**src/rtl/kbd_cmd_ctl.sv**
```systemverilog
// kbd_cmd_ctl: PS/2 keyboard command controller (reset/BAT handshake, LED updates, response filtering).
// Optional build macro KBD_AUTO_INIT_EN: run the init sequence automatically on leaving reset.
module kbd_cmd_ctl #(
    parameter int unsigned ACK_TIMEOUT = 1000000,
    parameter int unsigned BAT_TIMEOUT = 50000000,
    parameter int unsigned MAX_RETRY   = 3
) (
    input  logic       clk,
    input  logic       reset,
    input  logic [7:0] rx_code,
    input  logic       rx_rdy,
    output logic [7:0] out_code,
    output logic       out_rdy,
    output logic [7:0] tx_data,
    output logic       tx_req,
    input  logic       tx_busy,
    input  logic       init_req,
    input  logic       led_req,
    input  logic [2:0] leds,
    output logic       busy,
    output logic       online,
    output logic       error,
    output logic [2:0] state_dbg
);
    // Handshake: rx_rdy, out_rdy, tx_req, init_req and led_req are single-cycle valid strobes with
    // no back-pressure; tx_busy is the only flow control, and tx_req is issued only while it is low.
    localparam logic [7:0] CMD_RESET   = 8'hFF;
    localparam logic [7:0] CMD_LED     = 8'hED;
    localparam logic [7:0] RSP_ACK     = 8'hFA;
    localparam logic [7:0] RSP_RESEND  = 8'hFE;
    localparam logic [7:0] RSP_BAT_OK  = 8'hAA;
    localparam logic [7:0] RSP_BAT_ERR = 8'hFC;

    localparam int unsigned T_MAX = (BAT_TIMEOUT > ACK_TIMEOUT) ? BAT_TIMEOUT : ACK_TIMEOUT;
    localparam int TW = $clog2(T_MAX + 1);
    localparam int RW = $clog2(MAX_RETRY + 2);

    typedef enum logic [2:0] {IDLE, SEND, WAIT_TX, WAIT_RSP, WAIT_BAT, FAIL} state_t;

`ifdef KBD_AUTO_INIT_EN
    localparam state_t RESET_STATE = SEND;
`else
    localparam state_t RESET_STATE = IDLE;
`endif

    state_t          state;
    logic            seq_init;
    logic            byte_idx;
    logic [2:0]      led_q;
    logic [RW-1:0]   retry_cnt;
    logic [TW-1:0]   timer;
    logic            seen_busy;

    logic            swallow;
    logic            pass;
    logic            rx_ack;
    logic            rx_resend;
    logic            timed_out;
    logic            retry_exhausted;
    logic [7:0]      cur_byte;

    always_comb begin
        swallow         = 1'b0;
        rx_ack          = rx_rdy && (rx_code == RSP_ACK);
        rx_resend       = rx_rdy && (rx_code == RSP_RESEND);
        // A received byte in the expiry cycle wins over the timeout.
        timed_out       = !rx_rdy && (timer == '0);
        retry_exhausted = retry_cnt >= RW'(MAX_RETRY);
        cur_byte        = seq_init ? CMD_RESET : (byte_idx ? {5'b0, led_q} : CMD_LED);
        case (state)
            WAIT_RSP: swallow = (rx_code == RSP_ACK) || (rx_code == RSP_RESEND);
            WAIT_BAT: swallow = (rx_code == RSP_ACK) || (rx_code == RSP_RESEND) ||
                                (rx_code == RSP_BAT_OK) || (rx_code == RSP_BAT_ERR);
            default:  swallow = 1'b0;
        endcase
        pass = rx_rdy && !swallow;
    end

    assign state_dbg = state;

    always_ff @(posedge clk or negedge reset) begin
        if (!reset) begin
            state     <= RESET_STATE;
            out_code  <= 8'h00;
            out_rdy   <= 1'b0;
            tx_data   <= 8'h00;
            tx_req    <= 1'b0;
            busy      <= 1'b0;
            online    <= 1'b0;
            error     <= 1'b0;
            seq_init  <= 1'b1;
            byte_idx  <= 1'b0;
            led_q     <= 3'b000;
            retry_cnt <= '0;
            timer     <= '0;
            seen_busy <= 1'b0;
        end else begin
            tx_req  <= 1'b0;
            out_rdy <= pass;
            if (pass) out_code <= rx_code;

            case (state)
                IDLE: begin
                    if (init_req) begin
                        seq_init  <= 1'b1;
                        byte_idx  <= 1'b0;
                        retry_cnt <= '0;
                        error     <= 1'b0;
                        busy      <= 1'b1;
                        state     <= SEND;
                    end else if (led_req && online) begin
                        seq_init  <= 1'b0;
                        byte_idx  <= 1'b0;
                        retry_cnt <= '0;
                        led_q     <= leds;
                        error     <= 1'b0;
                        busy      <= 1'b1;
                        state     <= SEND;
                    end else if (rx_rdy && (rx_code == RSP_BAT_OK) && !online) begin
                        // Unsolicited BAT after a hot-plug marks the keyboard present.
                        online <= 1'b1;
                    end
                end
                SEND: begin
                    busy <= 1'b1;
                    if (!tx_busy) begin
                        tx_req    <= 1'b1;
                        tx_data   <= cur_byte;
                        seen_busy <= 1'b0;
                        state     <= WAIT_TX;
                    end
                end
                WAIT_TX: begin
                    if (tx_busy) begin
                        seen_busy <= 1'b1;
                    end else if (seen_busy) begin
                        timer <= TW'(ACK_TIMEOUT);
                        state <= WAIT_RSP;
                    end
                end
                WAIT_RSP: begin
                    if (rx_ack) begin
                        retry_cnt <= '0;
                        if (seq_init) begin
                            timer <= TW'(BAT_TIMEOUT);
                            state <= WAIT_BAT;
                        end else if (!byte_idx) begin
                            byte_idx <= 1'b1;
                            state    <= SEND;
                        end else begin
                            busy  <= 1'b0;
                            state <= IDLE;
                        end
                    end else if (rx_resend || timed_out) begin
                        if (retry_exhausted) begin
                            state <= FAIL;
                        end else begin
                            retry_cnt <= retry_cnt + RW'(1);
                            state     <= SEND;
                        end
                    end else if (timer != '0) begin
                        timer <= timer - TW'(1);
                    end
                end
                WAIT_BAT: begin
                    if (rx_rdy && (rx_code == RSP_BAT_OK)) begin
                        online <= 1'b1;
                        busy   <= 1'b0;
                        state  <= IDLE;
                    end else if ((rx_rdy && (rx_code == RSP_BAT_ERR)) || timed_out) begin
                        online <= 1'b0;
                        state  <= FAIL;
                    end else if (timer != '0) begin
                        timer <= timer - TW'(1);
                    end
                end
                FAIL: begin
                    error  <= 1'b1;
                    online <= 1'b0;
                    busy   <= 1'b0;
                    state  <= IDLE;
                end
                default: state <= IDLE;
            endcase
        end
    end
endmodule

```
**config.mk**
```make
export PLATFORM = sky130hd
export DESIGN_NAME = kbd_cmd_ctl
export DESIGN_NICKNAME = d
export VERILOG_FILES = /design/src/rtl/kbd_cmd_ctl.sv
export SDC_FILE = /design/constraint.sdc
export NUM_CORES = 1
export LEC_CHECK = 0
export ABC_AREA = 1
export BUFFER_PORTS_ARGS = -buffer_cell sky130_fd_sc_hd__buf_2
export CAP_MARGIN = 30
export CORE_AREA = 2 2 82 84
export DETAILED_ROUTE_END_ITERATION = 8
export DIE_AREA = 0 0 84 86
export PLACE_DENSITY = 0.78
export SETUP_SLACK_MARGIN = 0.3
export SLEW_MARGIN = 25
export SYNTH_ARGS = -nofsm -noshare
export SYNTH_HDL_FRONTEND = slang
export SYNTH_SLANG_ARGS = --single-unit
```
**constraint.sdc**
```tcl
create_clock -name clk -period 2.4 [get_ports clk]
set_input_delay 0.24 -clock clk [delete_from_list [all_inputs] [get_ports clk]]
set_output_delay 0.24 -clock clk [all_outputs]
set_load 0.05 [all_outputs]
```
==> key figures, run 1 <==
Outcome
  • Outcome: completed

Yosys
  • #FFs+latches synth: 56
  • Synth area leaders: dfrtp_1 (38%), nand2_1 (19%), nor2_1 (7.5%), nand3_1 (6.0%), inv_1 (3.8%)
  • Synth area leader: dfrtp_1
  • Cells after Synth: 518
  • Area share of the largest cell type after synthesis: 38.2%
  • Register area share after synthesis: 39.0%
  • Yosys cell types: 37
  • Synth Cell Area: 3600 µm²
  • Synth Area per Inst: 6.95 µm²
  • Syn nets: 539
  • Ys Warns: 0

Setup path
  • Worst-path fanout max: 12
  • Crit path required time: 2620 ps
  • Slowest CP cell: dfrtp_1
  • Crit-path max cell delay: 470 ps
  • CP Capture Type: flip-flop
  • WP data arrival: 2220 ps
  • Crit Path Class: reg -> reg
  • Startpoint class of the critical path: flip-flop
  • Crit path cell chain: nor2_1, nand2_1, nor2_2, nand3_1, nand2_2, nand3_2, nand2_2, nor2_4, buf_12, nand3_1, nand2_1
  • Reg2Reg Depth: 11

Finish
  • Final instance area: 4050 µm²
  • Reg area: 1400 µm²
  • N_diodes: 0
  • Final non-filler cell total: 644
  • Final core utilization: 64.5%
  • Most common cell after layout, fill and taps aside: nand2_1
  • Area grow syn2layout: 12.4%
  • Multi-input gate area: 1990 µm²
  • Commonest cells after routing, fill and taps aside: nand2_1 (180), nor2_1 (69), dfrtp_1 (54), nand3_1 (43), buf_2 (40)
  • Layout cells sized above 1: 17.5%
  • # nets final: 587
  • # fillers: 583

Job
  • Maxcap violations: 0

STA
  • Max-slew violations: 0
  • Setup TNS: 0 ps
  • RSZ-0062 raised after global routing: yes
  • Slew of the pin with the lowest slew margin: 720 ps
  • Crit share post-route: 83.4%
  • Setup Skew: 8.09 ps
  • Setup ws final: 397 ps
  • Hold slack: 30.3 ps
  • Worst slew margin: 52.0%
  • Final min period: 2000 ps
  • Setup Viol. Count Final: 0
  • Final hold vios: 0
  • Max frequency: 499 MHz

Die
  • Die ar.: 7220 µm²
  • I/O pins: 41
  • Core footprint: 6280 µm²
  • Die X: 84 µm
  • Row cnt: 29
  • Initial Util: 57.3%
  • DIE HEIGHT: 86 µm

Clock tree
  • CTS tree: yes
  • Root buffer cell: clkbuf_8
  • Worst-Skew Late Latency: 320 ps
  • # hold bufs at CTS: 0
  • H-tree levels: 2
  • Worst-case clock buffer depth: 2
  • CTS Sinks: 56
  • Num CTS Buffers: 5
  • Worst-path clk slew: 110 ps

Placed design
  • Port bufs: 40
  • Cells after DPL: 632
  • Post-Place Worst Slack: 442 ps
  • GP Congestion: 1.06
  • Final HPWL DP: 6630 µm
  • DP Area: 3890 µm²

Global route
  • Grt ovf: 0
  • Largest net degree at the start of global routing: 57
  • Vias in the first global route: 3405
  • Gr usage total: 25.4%
  • Antenna violations before repair: 0
  • First-pass GRT wire length: 15100 µm

Min path
  • Worst hold-check path type: in -> async

Detailed routing
  • DR vias/cell: 5.57
  • Routed wire per std cell: 14.2 µm
  • Vias: 3588
  • Drc violations: 0
  • Detailed-route wire length: 9150 µm
  • Iter 0 DRT Violations: 206
  • Routed Antenna Nets: 0
  • Drt pass-1 iters: 5

Power
  • VDD IR-drop max: 0.000903 V
  • Comb power frac: 61.5%
  • Share of power burned in registers: 28.4%
  • Pleak: 2.10 nW
  • Clock power share: 10.1%
  • Internal: 2.52 mW
  • Pwr dens: 1370 nW/µm²
  • Sw power: 3.03 mW
  • Tot Pwr: 5.55 mW
  • Sw Ratio: 54.5%
cells by family after synthesis:
family,share of synthesized area (%)
adder cells (fa/ha/maj),1.39
AND/OR/NAND/NOR,42.1
AO/OA/AOI/OAI,8.38
XOR/XNOR,2.19
buffers and inverters,6.64
multiplexers,0.313
flip-flops,39.0
worst max-delay path: cells and delay by family, from the launching register on:
kind | cells | cell delay [ps]
DFF | 1 | 470
buffers and inverters | 1 | 150
and+or+nand+nor | 10 | 1300
synth_stat cells:
cell / count
nand2_1: 181
nor2_1: 72
dfrtp_1: 55
nand3_1: 43
inv_1: 36
o21ai_0: 24
a21oi_1: 13
nand4_1: 11
o21ai_1: 9
inv_2: 7
nand3_2: 7
xnor2_1: 7
buf_2: 5
nand2_2: 5
ha_1: 4
nor3_1: 4
buf_4: 3
nor2_4: 3
o21bai_1: 3
buf_6: 2
clkbuf_1: 2
nand2_4: 2
nand3b_1: 2
nor2_2: 2
nor3_2: 2
o211ai_1: 2
xor2_1: 2
a21boi_4: 1
a21o_1: 1
a22oi_1: 1
and3_1: 1
dfstp_2: 1
mux2_2: 1
nand3_4: 1
nor2_8: 1
nor3b_1: 1
nor4_1: 1
registers in the layout, indices dropped and copies added, names as in the netlist:
register and count:
byte_idx 1, retry_cnt 3, state_dbg 3, seq_init 1, error 1, seen_busy 1, out_code 8, tx_req 1
tx_data 5, timer 26, online 1, led_q 3, out_rdy 1, busy 1
power by group through the flow:
stage	Sequential, mW	Clock, mW	Combinational, mW
after global placement	1.57	0	3.15
final	1.58	0.563	3.41
after CTS	1.56	0.570	3.21
after floorplan	1.82	0	2.29
after detailed placement	1.58	0	3.20
after global routing	1.62	0.593	3.79
final cells by class:
cell class	count	share of cell area, %
Timing Repair Buffer	51	7.30
Tap cell	77	2.38
Sequential cell	56	34.7
Clock inverter	3	0.680
Multi-Input combinational cell	409	49.2
Inverter	43	4.05
Clock buffer	5	1.70
worst paths after layout:
kind / to / slack [ps] / from
worst max-delay path: timer[22] / 400 / timer[12]
worst min-delay path: timer[0] / 30 / reset
worst max register to register: timer[22] / 400 / timer[12]
worst min register to register: out_code[3] / 490 / out_code[3]
max in group asynchronous: state_dbg[1] / 1840 / reset
min in group clk: led_q[2] / 120 / leds[2]
routing by layer:
layer  vias up  track usage (%)  part of all wire [%]
met4         0             9.38                   2.9
met1      1687             30.2                    42
met3        23             3.75                   4.8
met5         -                0                     0
li1       1757                -                     -
met2       121             46.7                    50
what timing repair did:
| action | CTS | global route |
|---|---|---|
| endpoints found under the setup margin | 0 | 24 |
| resized for setup | 0 | 6 |
| setup buffers | 0 | 2 |
Note: power is estimated with default switching activity, not from simulation.
==> run 2, diff against run 1 <==
--- a/config.mk
+++ b/config.mk
@@ -8,10 +8,10 @@
 export ABC_AREA = 1
 export BUFFER_PORTS_ARGS = -buffer_cell sky130_fd_sc_hd__buf_2
 export CAP_MARGIN = 30
-export CORE_AREA = 2 2 82 84
+export CORE_AREA = 2 2 86 88
 export DETAILED_ROUTE_END_ITERATION = 8
-export DIE_AREA = 0 0 84 86
-export PLACE_DENSITY = 0.78
+export DIE_AREA = 0 0 88 90
+export PLACE_DENSITY = 0.75
 export SETUP_SLACK_MARGIN = 0.3
 export SLEW_MARGIN = 25
 export SYNTH_ARGS = -nofsm -noshare
==> constraint.sdc (replaced) <==
create_clock -name clk -period 1.7 [get_ports clk]
set_input_delay 0.17 -clock clk [delete_from_list [all_inputs] [get_ports clk]]
set_output_delay 0.17 -clock clk [all_outputs]
set_load 0.05 [all_outputs]
==> key figures, run 2 (synthesis results as in run 1) <==
Detailed routing
  • DR vias/cell: 5.59 (+0.36%)
  • Drc violations: 0 (unchanged)
  • Routed wire per std cell: 16.1 µm (+14%)
  • Vias: 4339 (+21%)
  • Detailed-route wire length: 12500 µm (+37%)
  • Drt pass-1 iters: 6 (+1)
  • Routed Antenna Nets: 0 (unchanged)
  • Iter 0 DRT Violations: 413 (+100%)

STA
  • Setup ws final: -224 ps (-621 ps)
  • Final hold vios: 0 (unchanged)
  • Max-slew violations: 0 (unchanged)
  • Final min period: 1920 ps (-78.6 ps)
  • Slew of the pin with the lowest slew margin: 391 ps (-329 ps)
  • Worst slew margin: 74.0% (+22 points)
  • RSZ-0062 raised after global routing: yes
  • Setup Viol. Count Final: 32 (+32)
  • Crit share post-route: 113% (+30 points)
  • Max frequency: 520 MHz (+4.1%)
  • Hold slack: 64.4 ps (+34.1 ps)
  • Setup Skew: 9.10 ps (+1.00 ps)

Global route
  • Antenna violations before repair: 0 (unchanged)
  • Gr usage total: 31.6% (+6.2 points)
  • Largest net degree at the start of global routing: 18 (-68%)
  • Vias in the first global route: 4279 (+26%)
  • First-pass GRT wire length: 19700 µm (+30%)
  • Grt ovf: 0 (unchanged)

Placed design
  • Cells after DPL: 732 (+16%)
  • DP Area: 4590 µm² (+18%)
  • GP Congestion: 0.919 (-14%)
  • Post-Place Worst Slack: -185 ps (-628 ps)
  • Port bufs: 40 (unchanged)
  • Final HPWL DP: 8210 µm (+24%)

Finish
  • Commonest cells after routing, fill and taps aside: nand2_1 (150), buf_4 (91), dfrtp_1 (52), nor2_1 (50), buf_2 (41)
  • Final core utilization: 77.5% (+13 points)
  • Area grow syn2layout: 51.1%
  • Final non-filler cell total: 776 (+20%)
  • Top flop regs: timer (26), out_code (8), tx_data (5)
  • Most common cell after layout, fill and taps aside: nand2_1
  • Layout cells sized above 1: 42.8% (+25 points)
  • Final instance area: 5440 µm² (+34%)
  • # nets final: 697 (+19%)
  • N_diodes: 0 (unchanged)
  • Largest register FFs: 26 (unchanged)
  • Largest Register: timer

Power
  • Pleak: 2.76 nW (+32%)
  • Pwr dens: 2000 nW/µm² (+46%)
  • VDD IR-drop max: 0.00107 V (+18%)

Clock tree
  • Worst-Skew Late Latency: 320 ps (about the same)
  • H-tree levels: 2 (unchanged)
  • CTS tree: yes
  • Num CTS Buffers: 5 (unchanged)
  • CTS Sinks: 56 (unchanged)
  • Worst-path clk slew: 110 ps (about the same)
  • Worst-case clock buffer depth: 2 (unchanged)
  • Root buffer cell: clkbuf_8

Min path
  • Worst hold-check path type: in -> reg

Outcome
  • Outcome: finished, violations left
  • Failing checks: setup timing

Setup path
  • CP Capture Type: flip-flop
  • Startpoint class of the critical path: flip-flop
  • WP data arrival: 2140 ps (-80 ps)
  • Worst-path fanout max: 5 (-7)
  • Crit Path Class: reg -> reg
  • Crit path required time: 1920 ps (-700 ps)

Die
  • Core footprint: 7020 µm² (+12%)
  • Die X: 88 µm (+4.8%)
  • Row cnt: 31 (+6.9%)
  • I/O pins: 41 (unchanged)
  • Die ar.: 7920 µm² (+9.6%)
  • DIE HEIGHT: 90 µm (+4.7%)
  • Initial Util: 51.3% (-6.1 points)

Job
  • Maxcap violations: 0 (unchanged)
## run 2: cell types whose count changed in the layout (fill, tap and decap cells not counted), sizes merged
cell,change
buf,+109
clkinvlp,+2
inv,-2
clkbuf,+1
clkinv,-1
dlygate4sd3,+1
## run 2: cell type report
cell class / count / area [µm²]
tap: 99 / 124
timing repair buffer: 161 / 1260
sequential: 56 / 1410
multi-input combinational: 409 / 2380
inverter: 43 / 175
clock inverter: 2 / 15.0
clock buffer: 6 / 82.6
fill: 471 / 1580
## run 2: report_power, final
| group | switching, mW | internal (mW) |
|---|---|---|
| logic | 4.62 | 3.33 |
| clock network | 0.477 | 0.332 |
| registers | 0.340 | 1.79 |
## run 2: worst paths after layout
check | startpoint | end | slack, ps | depth (start not counted)
hold reg to reg | out_code[4] | out_code[4] | 490 | 2
hold / removal | leds[2] | led_q[2] | 60 | 3
max in group asynchronous | reset | timer[2] | 820 | 3
setup / recovery | timer[12] | timer[13] | -220 | 12
min in group asynchronous | reset | out_code[1] | 290 | 2
setup reg to reg | timer[12] | timer[13] | -220 | 12
## run 2: routing by layer
layer,global-route usage [%],up-vias,share of wire (%)
met5,0,-,0
met4,16.8,0,5.6
met3,5.14,70,6.2
met2,54.7,211,51
met1,36.4,2073,37
li1,-,1985,-
## run 2: timing repair
action | CTS | global route
pin swaps | 36 | 21
resized for setup | 89 | 45
endpoints found under the setup margin | 51 | 55
setup buffers | 22 | 9
hold endpoints to repair | 13 | 0
hold buffers | 1 | 0
cloned | 3 | 1
## run 2: worst max-delay path, stage by stage (launching register included)
cell	delay (ps)
dfrtp_1	420
nor2_2	170
nand2_2	80
nor2_4	170
buf_6	130
nand4_1	250
buf_6	240
nand2_2	50
nand2_1	60
nand2_1	70
nand2_1	60
nand2_1	70
o21ai_1	60
## run 2: stage by stage
stage               power [mW]  setup TNS, ps
floorplan                 5.93          -1230
global placement          8.12          -1910
detailed placement        8.29          -4050
CTS                       10.2          -1160
global route              11.5          -6870
finish                    10.9          -4250
==> run 3, diff against run 2 <==
--- a/config.mk
+++ b/config.mk
@@ -11,6 +11,7 @@
 export CORE_AREA = 2 2 86 88
 export DETAILED_ROUTE_END_ITERATION = 8
 export DIE_AREA = 0 0 88 90
+export MAX_ROUTING_LAYER = met4
 export PLACE_DENSITY = 0.75
 export SETUP_SLACK_MARGIN = 0.3
 export SLEW_MARGIN = 25
==> key figures, run 3 (synthesis results as in run 1) <==
Outcome
  • Outcome: finished, violations left
  • Failing checks: setup timing

Die
  • Initial Util: 51.3% (unchanged)
  • Core footprint: 7020 µm² (unchanged)
  • Die ar.: 7920 µm² (unchanged)
  • I/O pins: 41 (unchanged)
  • Row cnt: 31 (unchanged)
  • Die X: 88 µm (unchanged)
  • DIE HEIGHT: 90 µm (unchanged)

STA
  • Setup Viol. Count Final: 33 (+3.1%)
  • Slew of the pin with the lowest slew margin: 408 ps (+17.5 ps)
  • Final hold vios: 0 (unchanged)
  • Max frequency: 547 MHz (+5.3%)
  • RSZ-0062 raised after global routing: yes
  • Max-slew violations: 0 (unchanged)
  • Setup TNS: -2010 ps (+2240 ps)
  • Final min period: 1830 ps (-97.1 ps)
  • Setup ws final: -127 ps (+97.1 ps)
  • Setup Skew: 12.8 ps (+3.72 ps)
  • Hold slack: 49.2 ps (-15.3 ps)
  • Crit share post-route: 107% (-5.7 points)
  • Worst slew margin: 72.8% (-1.2 points)

Power
  • Pleak: 2.70 nW (-2.1%)
  • Sw Ratio: 50.2% (+0.24 points)
  • Clock power share: 7.1% (-0.3 points)
  • Share of power burned in registers: 19.8% (+0.3 points)
  • Internal: 5.36 mW (-1.6%)
  • Pwr dens: 2010 nW/µm² (+0.69%)
  • Sw power: 5.40 mW (-0.68%)
  • Comb power frac: 73.1% (about the same)
  • VDD IR-drop max: 0.00123 V (+15%)
  • Tot Pwr: 10.8 mW (-1.2%)

Global route
  • Largest net degree at the start of global routing: 57 (+39)
  • Vias in the first global route: 4106 (-4.0%)
  • Gr usage total: 30.4% (-1.2 points)
  • Antenna violations before repair: 0 (unchanged)
  • Grt ovf: 0 (unchanged)
  • First-pass GRT wire length: 18700 µm (-5.0%)

Placed design
  • DP Area: 4590 µm² (+0.11%)
  • Final HPWL DP: 7960 µm (-3.1%)
  • GP Congestion: 0.947 (+3.1%)
  • Post-Place Worst Slack: -177 ps (+8.17 ps)
  • Port bufs: 40 (unchanged)

Detailed routing
  • Detailed-route wire length: 11600 µm (-7.2%)
  • Iter 0 DRT Violations: 305 (-26%)
  • Vias: 4178 (-3.7%)
  • Routed wire per std cell: 15.1 µm (-6.3%)
  • Routed Antenna Nets: 0 (unchanged)
  • Drc violations: 0 (unchanged)
  • Drt pass-1 iters: 5 (-1)
  • DR vias/cell: 5.44 (-2.7%)

Min path
  • Critical hold path startpoint: leds[2]
  • Min-Delay Path Depth: 3 (unchanged)
  • Worst hold-check path type: in -> reg
  • Worst Hold Endpoint: led_q[2]

Setup path
  • Crit. Startpoint: state_dbg[1]
  • CP Capture Type: flip-flop
  • Crit path cell chain: buf_4, nand2_4, inv_2, nand4_1, nand2_1, nor2_4, nand2_8, nor2_4, o21ai_1
  • Most frequent CP cell: nor2_4
  • Worst-path fanout max: 6 (+1)
  • Crit Path Class: reg -> reg
  • Crit path required time: 1900 ps (-20 ps)
  • R2R Path Start: state_dbg[1]
  • WP data arrival: 2020 ps (-120 ps)
  • Cell family with most CP delay: simple AND/OR/NAND/NOR gates
  • Crit-path max cell delay: 530 ps (+110 ps)
  • Bufs and invs on worst path: 2 (unchanged)
  • Slowest CP cell: dfrtp_4
  • Worst flop-to-flop path endpoint: timer[1]
  • R2r setup slk: -130 ps (+100 ps)
  • Startpoint class of the critical path: flip-flop
  • Reg2Reg Depth: 9 (-3)

Clock tree
  • Worst-path clk slew: 110 ps (about the same)
  • H-tree levels: 2 (unchanged)
  • Num CTS Buffers: 5 (unchanged)
  • Root buffer cell: clkbuf_8
  • CTS tree: yes
  • Worst-Skew Late Latency: 320 ps (about the same)
  • CTS Sinks: 56 (unchanged)
  • Worst-case clock buffer depth: 2 (unchanged)

Finish
  • Commonest cells after routing, fill and taps aside: nand2_1 (156), buf_4 (93), dfrtp_1 (52), nor2_1 (44), buf_2 (39)
  • Top flop regs: timer (26), out_code (8), tx_data (5)
  • Most common cell after layout, fill and taps aside: nand2_1
  • Largest Register: timer
  • # nets final: 689 (-1.1%)
  • N_diodes: 0 (unchanged)
  • Final instance area: 5340 µm² (-1.8%)
  • Layout cells sized above 1: 42.6% (-0.24 points)
  • Area grow syn2layout: 48.3%
  • Largest register FFs: 26 (unchanged)

Job
  • Maxcap violations: 0 (unchanged)
==> run 3: cell count changes in the layout (fill, tap and decap cells not counted), moves of 3 or more <==
cell	delta
buf_6	-7
nand2_2	-4
inv_2	+3
nand2_1	+6
nand2_4	-3
nor2_1	-6
o21ai_1	+3
nor2_2	+4
==> run 3: how the worst max path moves through the flow <==
| stage | slack (ps) | cells past startpoint | endpoint |
|---|---|---|---|
| after CTS | -50 | 11 | timer[9] |
| after floorplan | -70 | 12 | timer[1] |
| final | -130 | 9 | timer[1] |
| after global routing | -190 | 11 | timer[20] |
| after detailed placement | -180 | 10 | retry_cnt[2] |
| after global placement | -120 | 10 | retry_cnt[0] |
==> run 3: routing by layer <==
layer | wire length, µm | track usage [%] | vias to the layer above
met5 | 0 | - | -
met4 | 499 | 13.2 | 0
met3 | 639 | 4.13 | 56
met2 | 6010 | 49.7 | 154
met1 | 4480 | 37.2 | 1999
li1 | - | - | 1969
==> run 3: worst register-to-register path, cell delays in order, from the launching register on <==
cell and delay, ps:
dfrtp_4 530, buf_4 160, nand2_4 90, inv_2 60, nand4_1 90, nand2_1 90
nor2_4 200, nand2_8 100, nor2_4 280, o21ai_1 120
==> run 3: final cells by class <==
type                    instances  area [µm²]
clock buffers                   6        72.6
clock inverters                 2        16.3
fillers                       525        1680
inverters                      43         174
multi-input cells             409        2390
flip-flops and latches         56        1410
well taps                      99         124
repair buffers                153        1160
==> run 3: what timing repair did <==
item	in CTS	in global routing
hold buffers	1	0
hold endpoints to repair	55	0
resized for setup	79	55
gates cloned	2	1
endpoints found under the setup margin	51	56
buffers inserted	17	8
pin swaps	28	26
==> run 3: power groups by stage <==
stage | sequential (mW) | clock [mW] | combinational, mW
finish | 2.12 | 0.769 | 7.86
global route | 2.18 | 0.826 | 8.44
CTS | 2.09 | 0.775 | 7.22
detailed placement | 2.10 | 0 | 6.25
global placement | 2.08 | 0 | 6.11
floorplan | 2.60 | 0 | 3.33
==> run 3: per-stage QoR <==
stage,cells,utilization [%]
finish,768,76.1
global route,768,76.1
CTS,759,72.8
detailed placement,731,65.4
global placement,731,65.4
floorplan,518,-
